==> config.mk <==
export PLATFORM = sky130hd
export DESIGN_NAME = scan_host_bridge
export DESIGN_NICKNAME = d
export VERILOG_FILES = /design/src/rtl/scan_pkg.sv /design/src/rtl/scan_timeout.sv /design/src/rtl/scan_host_bridge.sv
export SDC_FILE = /design/constraint.sdc
export NUM_CORES = 1
export LEC_CHECK = 0
export ABC_AREA = 0
export ABC_CLOCK_PERIOD_IN_PS = 2100
export BUFFER_PORTS_ARGS = -buffer_cell sky130_fd_sc_hd__buf_4
export CAP_MARGIN = 20
export CORE_MARGIN = 5
export CORE_UTILIZATION = 55
export CTS_CLUSTER_SIZE = 40
export DETAILED_ROUTE_END_ITERATION = 12
export GPL_TIMING_DRIVEN = 1
export PLACE_DENSITY = 0.78
export SLEW_MARGIN = 15
export SYNTH_ARGS = -nofsm -noshare
export SYNTH_HDL_FRONTEND = slang
export SYNTH_SLANG_ARGS = --single-unit
==> constraint.sdc <==
create_clock -name clk -period 2.1 [get_ports clk]
set_input_delay 0.315 -clock clk [delete_from_list [all_inputs] [get_ports clk]]
set_output_delay 0.315 -clock clk [all_outputs]
set_load 0.05 [all_outputs]
==> src/rtl/scan_pkg.sv <==
// Shared definitions for the scan host bridge: the command and response
// byte codes and the state encoding of the host-side command FSM.
package scan_pkg;

    // Host command bytes
    localparam logic [7:0] CMD_SELECT     = 8'hA0;
    localparam logic [7:0] CMD_SET_INPUTS = 8'hB0;
    localparam logic [7:0] CMD_READ       = 8'hC0;

    // Error response bytes
    localparam logic [7:0] RSP_ERROR   = 8'hEE;
    localparam logic [7:0] RSP_TIMEOUT = 8'hEF;

    // Command FSM state encoding
    localparam logic [2:0] ST_IDLE      = 3'd0;
    localparam logic [2:0] ST_ARG1      = 3'd1;
    localparam logic [2:0] ST_ARG2      = 3'd2;
    localparam logic [2:0] ST_WAIT_PASS = 3'd3;
    localparam logic [2:0] ST_RESP0     = 3'd4;
    localparam logic [2:0] ST_RESP1     = 3'd5;

    // States in which the bridge is willing to take a host byte
    function automatic logic is_rx_state(input logic [2:0] s);
        return (s == ST_IDLE) || (s == ST_ARG1) || (s == ST_ARG2);
    endfunction

endpackage

==> src/rtl/scan_timeout.sv <==
// Inter-byte timeout counter. Counts enabled cycles, saturates at LIMIT and
// flags the LIMIT-th consecutive enabled cycle so the caller can abort in it.
module scan_timeout #(
    parameter int LIMIT = 1000
) (
    input  logic clk,
    input  logic reset,
    input  logic clear_i,
    input  logic enable_i,
    output logic expired_o
);

    localparam int CW = (LIMIT < 1) ? 1 : $clog2(LIMIT + 1);

    logic [CW-1:0] count_q;
    logic [CW-1:0] count_d;

    // Expiry fires in the cycle whose idle count would reach LIMIT
    assign expired_o = enable_i && (count_q >= CW'(LIMIT - 1));

    // Next count: clear wins, otherwise step while enabled and below the cap
    always_comb begin
        count_d = count_q;
        if (clear_i) begin
            count_d = '0;
        end else if (enable_i && (count_q != CW'(LIMIT))) begin
            count_d = count_q + 1'b1;
        end
    end

    // Counter register
    always_ff @(posedge clk or negedge reset) begin
        if (!reset) begin
            count_q <= '0;
        end else begin
            count_q <= count_d;
        end
    end

endmodule

==> src/rtl/scan_host_bridge.sv <==
// Host-to-scan-chain bridge. Parses a byte command stream from the host,
// drives the design select and input byte toward the scan controller and
// returns one- or two-byte responses on the host response stream.
module scan_host_bridge
    import scan_pkg::*;
#(
    parameter int NUM_DESIGNS    = 8,
    parameter int TIMEOUT_CYCLES = 1000
) (
    input  logic       clk,
    input  logic       reset,
    input  logic       rx_valid,
    input  logic [7:0] rx_data,
    output logic       rx_ready,
    output logic       tx_valid,
    output logic [7:0] tx_data,
    input  logic       tx_ready,
    output logic [8:0] active_select,
    output logic [7:0] inputs,
    input  logic [7:0] outputs,
    input  logic       ready
);

    logic [2:0] state_q, state_d;
    logic [7:0] cmd_q, cmd_d;
    logic       hi_bit_q, hi_bit_d;
    logic       two_byte_q, two_byte_d;
    logic [7:0] resp1_q, resp1_d;
    logic [7:0] tx_data_q, tx_data_d;
    logic [8:0] sel_q, sel_d;
    logic [7:0] inputs_q, inputs_d;
    logic       edge_seen_q, edge_seen_d;
    logic       ready_prev_q;
    logic       rx_ready_q;

    logic rx_fire;
    logic tx_fire;
    logic ready_rise;
    logic in_arg;
    logic expired;

    assign rx_ready      = rx_ready_q;
    assign tx_valid      = (state_q == ST_RESP0) || (state_q == ST_RESP1);
    assign tx_data       = tx_data_q;
    assign active_select = sel_q;
    assign inputs        = inputs_q;

    assign rx_fire    = rx_valid && rx_ready_q;
    assign tx_fire    = tx_valid && tx_ready;
    assign ready_rise = ready && !ready_prev_q;
    assign in_arg     = (state_q == ST_ARG1) || (state_q == ST_ARG2);

    scan_timeout #(
        .LIMIT(TIMEOUT_CYCLES)
    ) u_timeout (
        .clk      (clk),
        .reset    (reset),
        .clear_i  (!in_arg || rx_fire),
        .enable_i (in_arg && !rx_fire),
        .expired_o(expired)
    );

    // Command FSM: decode bytes, wait for scan passes, sequence responses
    always_comb begin
        state_d     = state_q;
        cmd_d       = cmd_q;
        hi_bit_d    = hi_bit_q;
        two_byte_d  = two_byte_q;
        resp1_d     = resp1_q;
        tx_data_d   = tx_data_q;
        sel_d       = sel_q;
        inputs_d    = inputs_q;
        edge_seen_d = edge_seen_q;
        case (state_q)
            ST_IDLE: begin
                if (rx_fire) begin
                    cmd_d = rx_data;
                    case (rx_data)
                        CMD_SELECT, CMD_SET_INPUTS: begin
                            state_d = ST_ARG1;
                        end
                        CMD_READ: begin
                            state_d    = ST_RESP0;
                            tx_data_d  = CMD_READ;
                            resp1_d    = outputs;
                            two_byte_d = 1'b1;
                        end
                        default: begin
                            state_d    = ST_RESP0;
                            tx_data_d  = RSP_ERROR;
                            two_byte_d = 1'b0;
                        end
                    endcase
                end
            end
            ST_ARG1: begin
                if (rx_fire) begin
                    if (cmd_q == CMD_SELECT) begin
                        hi_bit_d = rx_data[0];
                        state_d  = ST_ARG2;
                    end else begin
                        inputs_d    = rx_data;
                        edge_seen_d = 1'b0;
                        state_d     = ST_WAIT_PASS;
                    end
                end else if (expired) begin
                    state_d    = ST_RESP0;
                    tx_data_d  = RSP_TIMEOUT;
                    two_byte_d = 1'b0;
                end
            end
            ST_ARG2: begin
                if (rx_fire) begin
                    state_d    = ST_RESP0;
                    two_byte_d = 1'b0;
                    if (int'({hi_bit_q, rx_data}) < NUM_DESIGNS) begin
                        sel_d     = {hi_bit_q, rx_data};
                        tx_data_d = CMD_SELECT;
                    end else begin
                        tx_data_d = RSP_ERROR;
                    end
                end else if (expired) begin
                    state_d    = ST_RESP0;
                    tx_data_d  = RSP_TIMEOUT;
                    two_byte_d = 1'b0;
                end
            end
            ST_WAIT_PASS: begin
                if (ready_rise) begin
                    if (edge_seen_q) begin
                        state_d    = ST_RESP0;
                        tx_data_d  = CMD_SET_INPUTS;
                        resp1_d    = outputs;
                        two_byte_d = 1'b1;
                    end else begin
                        edge_seen_d = 1'b1;
                    end
                end
            end
            ST_RESP0: begin
                if (tx_fire) begin
                    if (two_byte_q) begin
                        tx_data_d = resp1_q;
                        state_d   = ST_RESP1;
                    end else begin
                        state_d = ST_IDLE;
                    end
                end
            end
            ST_RESP1: begin
                if (tx_fire) begin
                    state_d = ST_IDLE;
                end
            end
            default: begin
                state_d = ST_IDLE;
            end
        endcase
    end

    // State registers; rx_ready is registered so it stays low until the first clock after reset
    always_ff @(posedge clk or negedge reset) begin
        if (!reset) begin
            state_q      <= ST_IDLE;
            cmd_q        <= '0;
            hi_bit_q     <= 1'b0;
            two_byte_q   <= 1'b0;
            resp1_q      <= '0;
            tx_data_q    <= '0;
            sel_q        <= '0;
            inputs_q     <= '0;
            edge_seen_q  <= 1'b0;
            ready_prev_q <= 1'b0;
            rx_ready_q   <= 1'b0;
        end else begin
            state_q      <= state_d;
            cmd_q        <= cmd_d;
            hi_bit_q     <= hi_bit_d;
            two_byte_q   <= two_byte_d;
            resp1_q      <= resp1_d;
            tx_data_q    <= tx_data_d;
            sel_q        <= sel_d;
            inputs_q     <= inputs_d;
            edge_seen_q  <= edge_seen_d;
            ready_prev_q <= ready;
            rx_ready_q   <= is_rx_state(state_d);
        end
    end

endmodule
# Word-level counts from Yosys, hierarchy flattened

Index checks and enable logic that the tools add are counted.

Logic and storage cells: 110
Bits in registers: 59
Input port bits: 21
Output and inout bits: 27

Mux-type cells: 42
Magnitude comparators: 2
Eq/ne operators: 22
Reductions and logical operators: 30
Add/sub/neg operators: 1
Bitwise gates (word level): 1

Operators by type and width:

| kind                                                                  | number |
|---|---|
| 8-bit two-way mux                                                     | 12 |
| 8-bit case mux with 5 select lines                                    | 1 |
| 8-bit == test (second input constant)                                 | 4 |
| 8-bit case mux with 2 select lines                                    | 2 |
| 3-bit two-way mux                                                     | 10 |
| 10-bit two-way mux                                                    | 2 |
| 2-bit != test (second input constant)                                 | 9 |
| 3-bit case mux with 6 select lines                                    | 1 |
| 10-bit by 1-bit adder with 10-bit output (second input constant)      | 1 |
| 10-bit greater-or-equal comparator (second input constant)            | 1 |
| 1-bit two-way mux                                                     | 10 |
| 10-bit != test (second input constant)                                | 1 |
| 3-bit by 2-bit == test with 1-bit output (second input constant)      | 3 |
| 9-bit by 4-bit < comparator with 1-bit output (second input constant) | 1 |
| 3-bit AND reduction                                                   | 3 |
| 8-bit AND reduction                                                   | 1 |
| 7-bit two-way mux                                                     | 1 |
| 3-bit by 1-bit == test with 1-bit output (second input constant)      | 2 |
| 3-bit == test (second input constant)                                 | 2 |
| 1-bit logical AND                                                     | 6 |
| 3-bit logical NOT                                                     | 2 |
| 6-bit AND reduction                                                   | 1 |
| 2-bit nonzero test                                                    | 3 |
| 1-bit logical OR                                                      | 5 |
| other kinds (11)                                                      | 14 |

# Depth between registers and ports, before layout

Depth after elaboration: 10
Gate-level depth with buffers: 7
Depth with buffers taken out: 7

# By module

Synthesis repeated with hierarchy kept, for this count alone.

Cell total of the unflattened synthesis: 281
Area, all modules: 3030.4 µm²

Modules (own cells, without submodules):

| module           | sequential area each (µm²) | area an instance (µm²) | cells an instance | instances |
|---|---|---|---|---|
| scan_host_bridge | 1226.2                     | 2407.3                 | 217               | 1 |
| scan_timeout     | 250.2                      | 623.1                  | 64                | 1 |

# Worst setup path before layout

Ideal clock, no wire load.

Path type: register to register
Start: register rx_ready_q (netlist: rx_ready)
End: register resp1_q[0]
Required time: 1.975 ns
Path slack: -0.210 ns
Buffers on the path: 0
Arrival: 2.185 ns
Setup time: 0.125 ns
Clock period less this slack: 2.310 ns
Cell stages (with the launch flop): 5
Path through: dfrtp_1 > nand2_1 > or4_1 > a211oi_4 > mux2_2

Cells in the longest elaborated chain, start to end: 3

RTL lines:

| item                          | RTL line                | RTL |
|---|---|---|
| start: declaration            | scan_host_bridge.sv:34  | `logic rx_ready_q;` |
| start signal: assignment      | scan_host_bridge.sv:186 | `rx_ready_q <= is_rx_state(state_d);` |
| 1-bit logical AND             | scan_host_bridge.sv:48  | `assign rx_fire = rx_valid && rx_ready_q;` |
| 2-bit != test (no line)       | -                       |  |
| 5-bit AND reduction (no line) | -                       |  |
| end signal: assignment        | scan_host_bridge.sv:180 | `resp1_q <= resp1_d;` |
| end: declaration              | scan_host_bridge.sv:28  | `logic [7:0] resp1_q, resp1_d;` |

No other way between the ends.
A chain may end at the register's enable or synchronous reset.

# Worst setup path after layout

Start: register state_q[1]
End: output tx_valid

Cells in the longest elaborated chain, start to end: 2
Elaborated cells between the ends (all ways): 3
Classes of those cells: eq/ne: 2; reduce/logical: 1

RTL lines:

| item                     | RTL line                | RTL |
|---|---|---|
| start: declaration       | scan_host_bridge.sv:24  | `logic [2:0] state_q, state_d;` |
| start signal: assignment | scan_host_bridge.sv:176 | `state_q <= state_d;` |
| 3-bit == test            | scan_host_bridge.sv:43  | `assign tx_valid = (state_q == ST_RESP0) \|\| (state_q == ST_RESP1);` |
| 1-bit logical OR *       | scan_host_bridge.sv:43  |  |
| end: declaration         | scan_host_bridge.sv:15  | `output logic tx_valid,` |

Mark *: on every way between the ends. The rest lies on a longest branch, timed or not.

==> results.md <==
- Wire length after detailed routing: about 6900 µm
- Antenna violations before repair: 0
- Number of enable flip-flop cells after synthesis: 0
- Result of the run: finished clean
- Post-synthesis sequential element count: 59
- FF-to-FF path depth: 6
- Number of I/O port buffers: 47
- WP data arrival: approximately 1.7 ns
- Critical path startpoint category: flop
- Setup repair after global routing missed its margin: no
- First-pass GRT wire length: ~11000 µm
- R2R Setup Slk: between 0.1 and 0.15 ns
- Insertion delay of the later-clocked pin in the worst-skew pair: about 0.35 ns
- # IOs: 48
- Most used DFF post-synth: sky130_fd_sc_hd__dfrtp_1
- Clock tree root buffer cell: sky130_fd_sc_hd__clkbuf_8
- Residual DRC: 0
- Count of distinct cell types in the synthesized netlist: 55
- Initial standard-cell utilization of the core: between 50% and 60%
- Final critical-path setup slack: between 0.1 and 0.15 ns
- Delay-heaviest family, CP: buffers and inverters
- Path length in cells of the critical path: 3
- Net total in the final layout: approximately 360
- Remaining Overflow, GRT: 0
- Vias in the first global route: ~2300
- Fill cells: between 300 and 400
- Sequential-to-total area share from yosys stat: between 50% and 60%
- Width of the die: just over 80 µm
- Maximum number of pins on one net before global-route repair: 38
- Core area: roughly 5100 µm²
- Max cap viols: 0
- Power share of the combinational group: a little under two fifths
- Required time reported for the critical path endpoint: roughly 1.8 ns
- Static leakage: 1.69 nW
- Endpoints failing setup: 0
- Start point of the worst hold path: ready
- Launch instance of the worst register-to-register path: state_q[0]
- End point of the critical path: tx_valid
- Bufs on Longest Clock Path: 2
- Wirelength per Cell: roughly 17 µm
- Clock buffer count from CTS: 9
- Vert. Die Dim: 82.1 µm
- Synthesized instance count: 260
- Relative contribution of sequential cells to total power: between 30% and 40%
- Internal power consumption: between 2 and 3 mW
- Final instance area: around 3800 µm²
- Detailed-route vias per instance: between 5 and 6
- Path type of the worst setup path: flop to output pin
- Storage element area: 1480 µm²
- Pre-antenna DRT Iters: 4
- Clock tree from TritonCTS: yes
- Leading cell types in the layout, fill and taps excluded: sky130_fd_sc_hd__buf_4 (73), sky130_fd_sc_hd__dfrtp_1 (58), sky130_fd_sc_hd__mux2_2 (28)
- Sw Pwr: approximately 1.7 mW
- H-tree level count: 3
- Sw Share: between 30% and 40%
- Proportion of synthesized flip-flops having asynchronous set or reset: 100%
- Clock-pin transition on the worst setup and hold timing paths: roughly 0.07 ns
- Min-delay worst type: primary input to flop
- Core Util, Final: 74.3%
- Count of clock tree sinks: between 50 and 60
- DR vias: about 2300
- Post-Place Worst Slack: -0.0542 ns
- Cell repeated most along the worst path: sky130_fd_sc_hd__buf_4
- Total die area: 6750 µm²
- Worst path cell trace: buf_4 -> nor2b_1 -> buf_4
- Antenna cells: 0
- Std-Cell Rows: 26
- Total track usage: 22.8%
- Slew Viols, Final: 0
- Combined area of the multi-input logic cells: about 1300 µm²
- Bufs and invs on worst path: 2
- Layout-stage area growth over the synthesis result: 31.8%
- Time the worst path needs with I/O delays and setup: roughly 2 ns
- Worst Skew: roughly 0.010 ns
- Ratio of cells with drive above 1 in the final layout: about two fifths
- Final weighted congestion in routability-driven placement: between 0.9 and 1
- Post-Syn Area: roughly 2900 µm²
- Origin of the worst setup path: state_q[1]
- Pwr per Cell Area: roughly 1200 nW/µm²
- Slew @ Worst Pin: between 0.5 and 0.6 ns
- Post-detailed-route count of antenna-violating nets: 0
- Clock share of power: ~27%
- Dominant cell type by area after synthesis: sky130_fd_sc_hd__dfrtp_1
- Top-area cell type share of the netlist area: 51.6%
- Average size of a mapped cell: roughly 11 µm²
- Setup crit end kind: output pin
- Count of routing violations after the opening detailed-route iteration: 223
- F_max: between 500 and 600 MHz
- Total power: roughly 4.6 mW
- Commonest non-fill, non-tap cell in the layout: sky130_fd_sc_hd__buf_4
- Largest fanout on the critical path: 6
- Top cells by area in the synthesized netlist: sky130_fd_sc_hd__dfrtp_1 (52%), sky130_fd_sc_hd__mux2_2 (11%), sky130_fd_sc_hd__nor2_1 (3.1%), sky130_fd_sc_hd__a21oi_1 (2.6%), sky130_fd_sc_hd__nor2b_1 (2.2%)
- Number of setup buffers added after CTS: 0
- Master of the slowest instance on the critical path: sky130_fd_sc_hd__nor2b_1
- Yosys warning count: 0
- Largest stage delay, worst path: between 0.4 and 0.5 ns
- Worst slew slack as a fraction of its limit: roughly 62%
- Post-synth net total: about 280
- Total cell area at the placement stage: roughly 3500 µm²
- Period utilisation layout: between 90% and 100%
- HPWL after detailed placement: 4860 µm
- R2r endpoint: rx_ready
- Maximum VDD drop: ~780 µV
- Worst hold-check slack: 0.0946 ns
- Final hold violations: 0
==> flip-flops by register name (all words and copies together), names as in the netlist <==
signal	cells
hi_bit_q	1
inputs	8
rx_ready	1
resp1_q	8
two_byte_q	1
active_select	9
ready_prev_q	1
edge_seen_q	1
cmd_q	8
tx_data	8
state_q	3
u_timeout.count_q	10
==> layer usage <==
layer / routed length, µm / vias up / part of all wire [%] / global-route usage [%]
li1: - / 1098 / - / -
met1: 3060 / 1130 / 44 / 29.7
met2: 3350 / 66 / 49 / 36.3
met3: 389 / 7 / 5.7 / 6.83
met4: 82 / 0 / 1.2 / 7.97
met5: 0 / - / 0 / 0
==> layout make-up <==
class | count | share of cell area (%)
multi-input cells | 185 | 35.1
flip-flops and latches | 59 | 39.2
well taps | 70 | 2.32
repair buffers | 77 | 16.4
clock buffers | 11 | 3.75
inverters | 6 | 0.597
clock inverters | 5 | 2.65
==> synth_stat cells (2+ instances only) <==
master	number
sky130_fd_sc_hd__dfrtp_1	59
sky130_fd_sc_hd__mux2_2	28
sky130_fd_sc_hd__nor2_1	24
sky130_fd_sc_hd__a21oi_1	15
sky130_fd_sc_hd__nand2_1	15
sky130_fd_sc_hd__nor2b_1	10
sky130_fd_sc_hd__o21ai_0	8
sky130_fd_sc_hd__nor3_1	7
sky130_fd_sc_hd__clkbuf_1	6
sky130_fd_sc_hd__inv_1	6
sky130_fd_sc_hd__nand3_1	6
sky130_fd_sc_hd__and2_1	4
sky130_fd_sc_hd__o221ai_1	4
sky130_fd_sc_hd__xnor2_1	4
sky130_fd_sc_hd__xor2_1	4
sky130_fd_sc_hd__a22oi_1	3
sky130_fd_sc_hd__o311ai_0	3
sky130_fd_sc_hd__or3_1	3
sky130_fd_sc_hd__a211oi_1	2
sky130_fd_sc_hd__a21o_1	2
sky130_fd_sc_hd__a2bb2oi_1	2
sky130_fd_sc_hd__a31oi_1	2
sky130_fd_sc_hd__buf_6	2
sky130_fd_sc_hd__ha_1	2
sky130_fd_sc_hd__mux2i_1	2
sky130_fd_sc_hd__nand4_1	2
sky130_fd_sc_hd__nor4_1	2
sky130_fd_sc_hd__nor4bb_1	2
sky130_fd_sc_hd__o211a_1	2
sky130_fd_sc_hd__o31ai_1	2
sky130_fd_sc_hd__or2_2	2
sky130_fd_sc_hd__or4_1	2
==> cell families (layout without fill, tap and decap cells) <==
logic type,after synthesis,count (layout),share of synthesized area [%]
adders and majority gates,2,2,0.874
buffers and inverters,16,99,2.80
and+or+nand+nor,90,90,17.1
AOI/OAI and AO/OA,55,55,13.5
muxes,30,30,11.7
xor gates and xnor gates,8,8,2.45
DFF,59,59,51.6
==> power by group through the flow <==
stage | clock [mW] | sequential (mW) | combinational (mW)
after floorplan | 0 | 2.03 | 0.760
after global placement | 0 | 1.64 | 1.67
after detailed placement | 0 | 1.66 | 1.70
after CTS | 1.28 | 1.65 | 1.71
after global routing | 1.33 | 1.70 | 1.83
final | 1.26 | 1.65 | 1.72
==> timing repair <==
| action | CTS | global route |
|---|---|---|
| gates resized for setup | 0 | 3 |
| setup endpoints to repair | 0 | 4 |
| hold buffers | 1 | 0 |
| hold endpoints to repair | 22 | 0 |
==> per-stage QoR <==
stage                     TNS (ns)  instances
after global routing             0        413
after floorplan                  0        260
after CTS                        0        413
final                            0        413
after detailed placement    -0.343        396
after global placement           0        396
==> worst min-delay path by stage <==
stage,to,cells past startpoint
after CTS,ready_prev_q,1
after floorplan,active_select[0],0
after detailed placement,resp1_q[5],1
after global placement,resp1_q[5],1
final,ready_prev_q,1
after global routing,ready_prev_q,1
No activity file was read; power rests on OpenSTA's default activity.
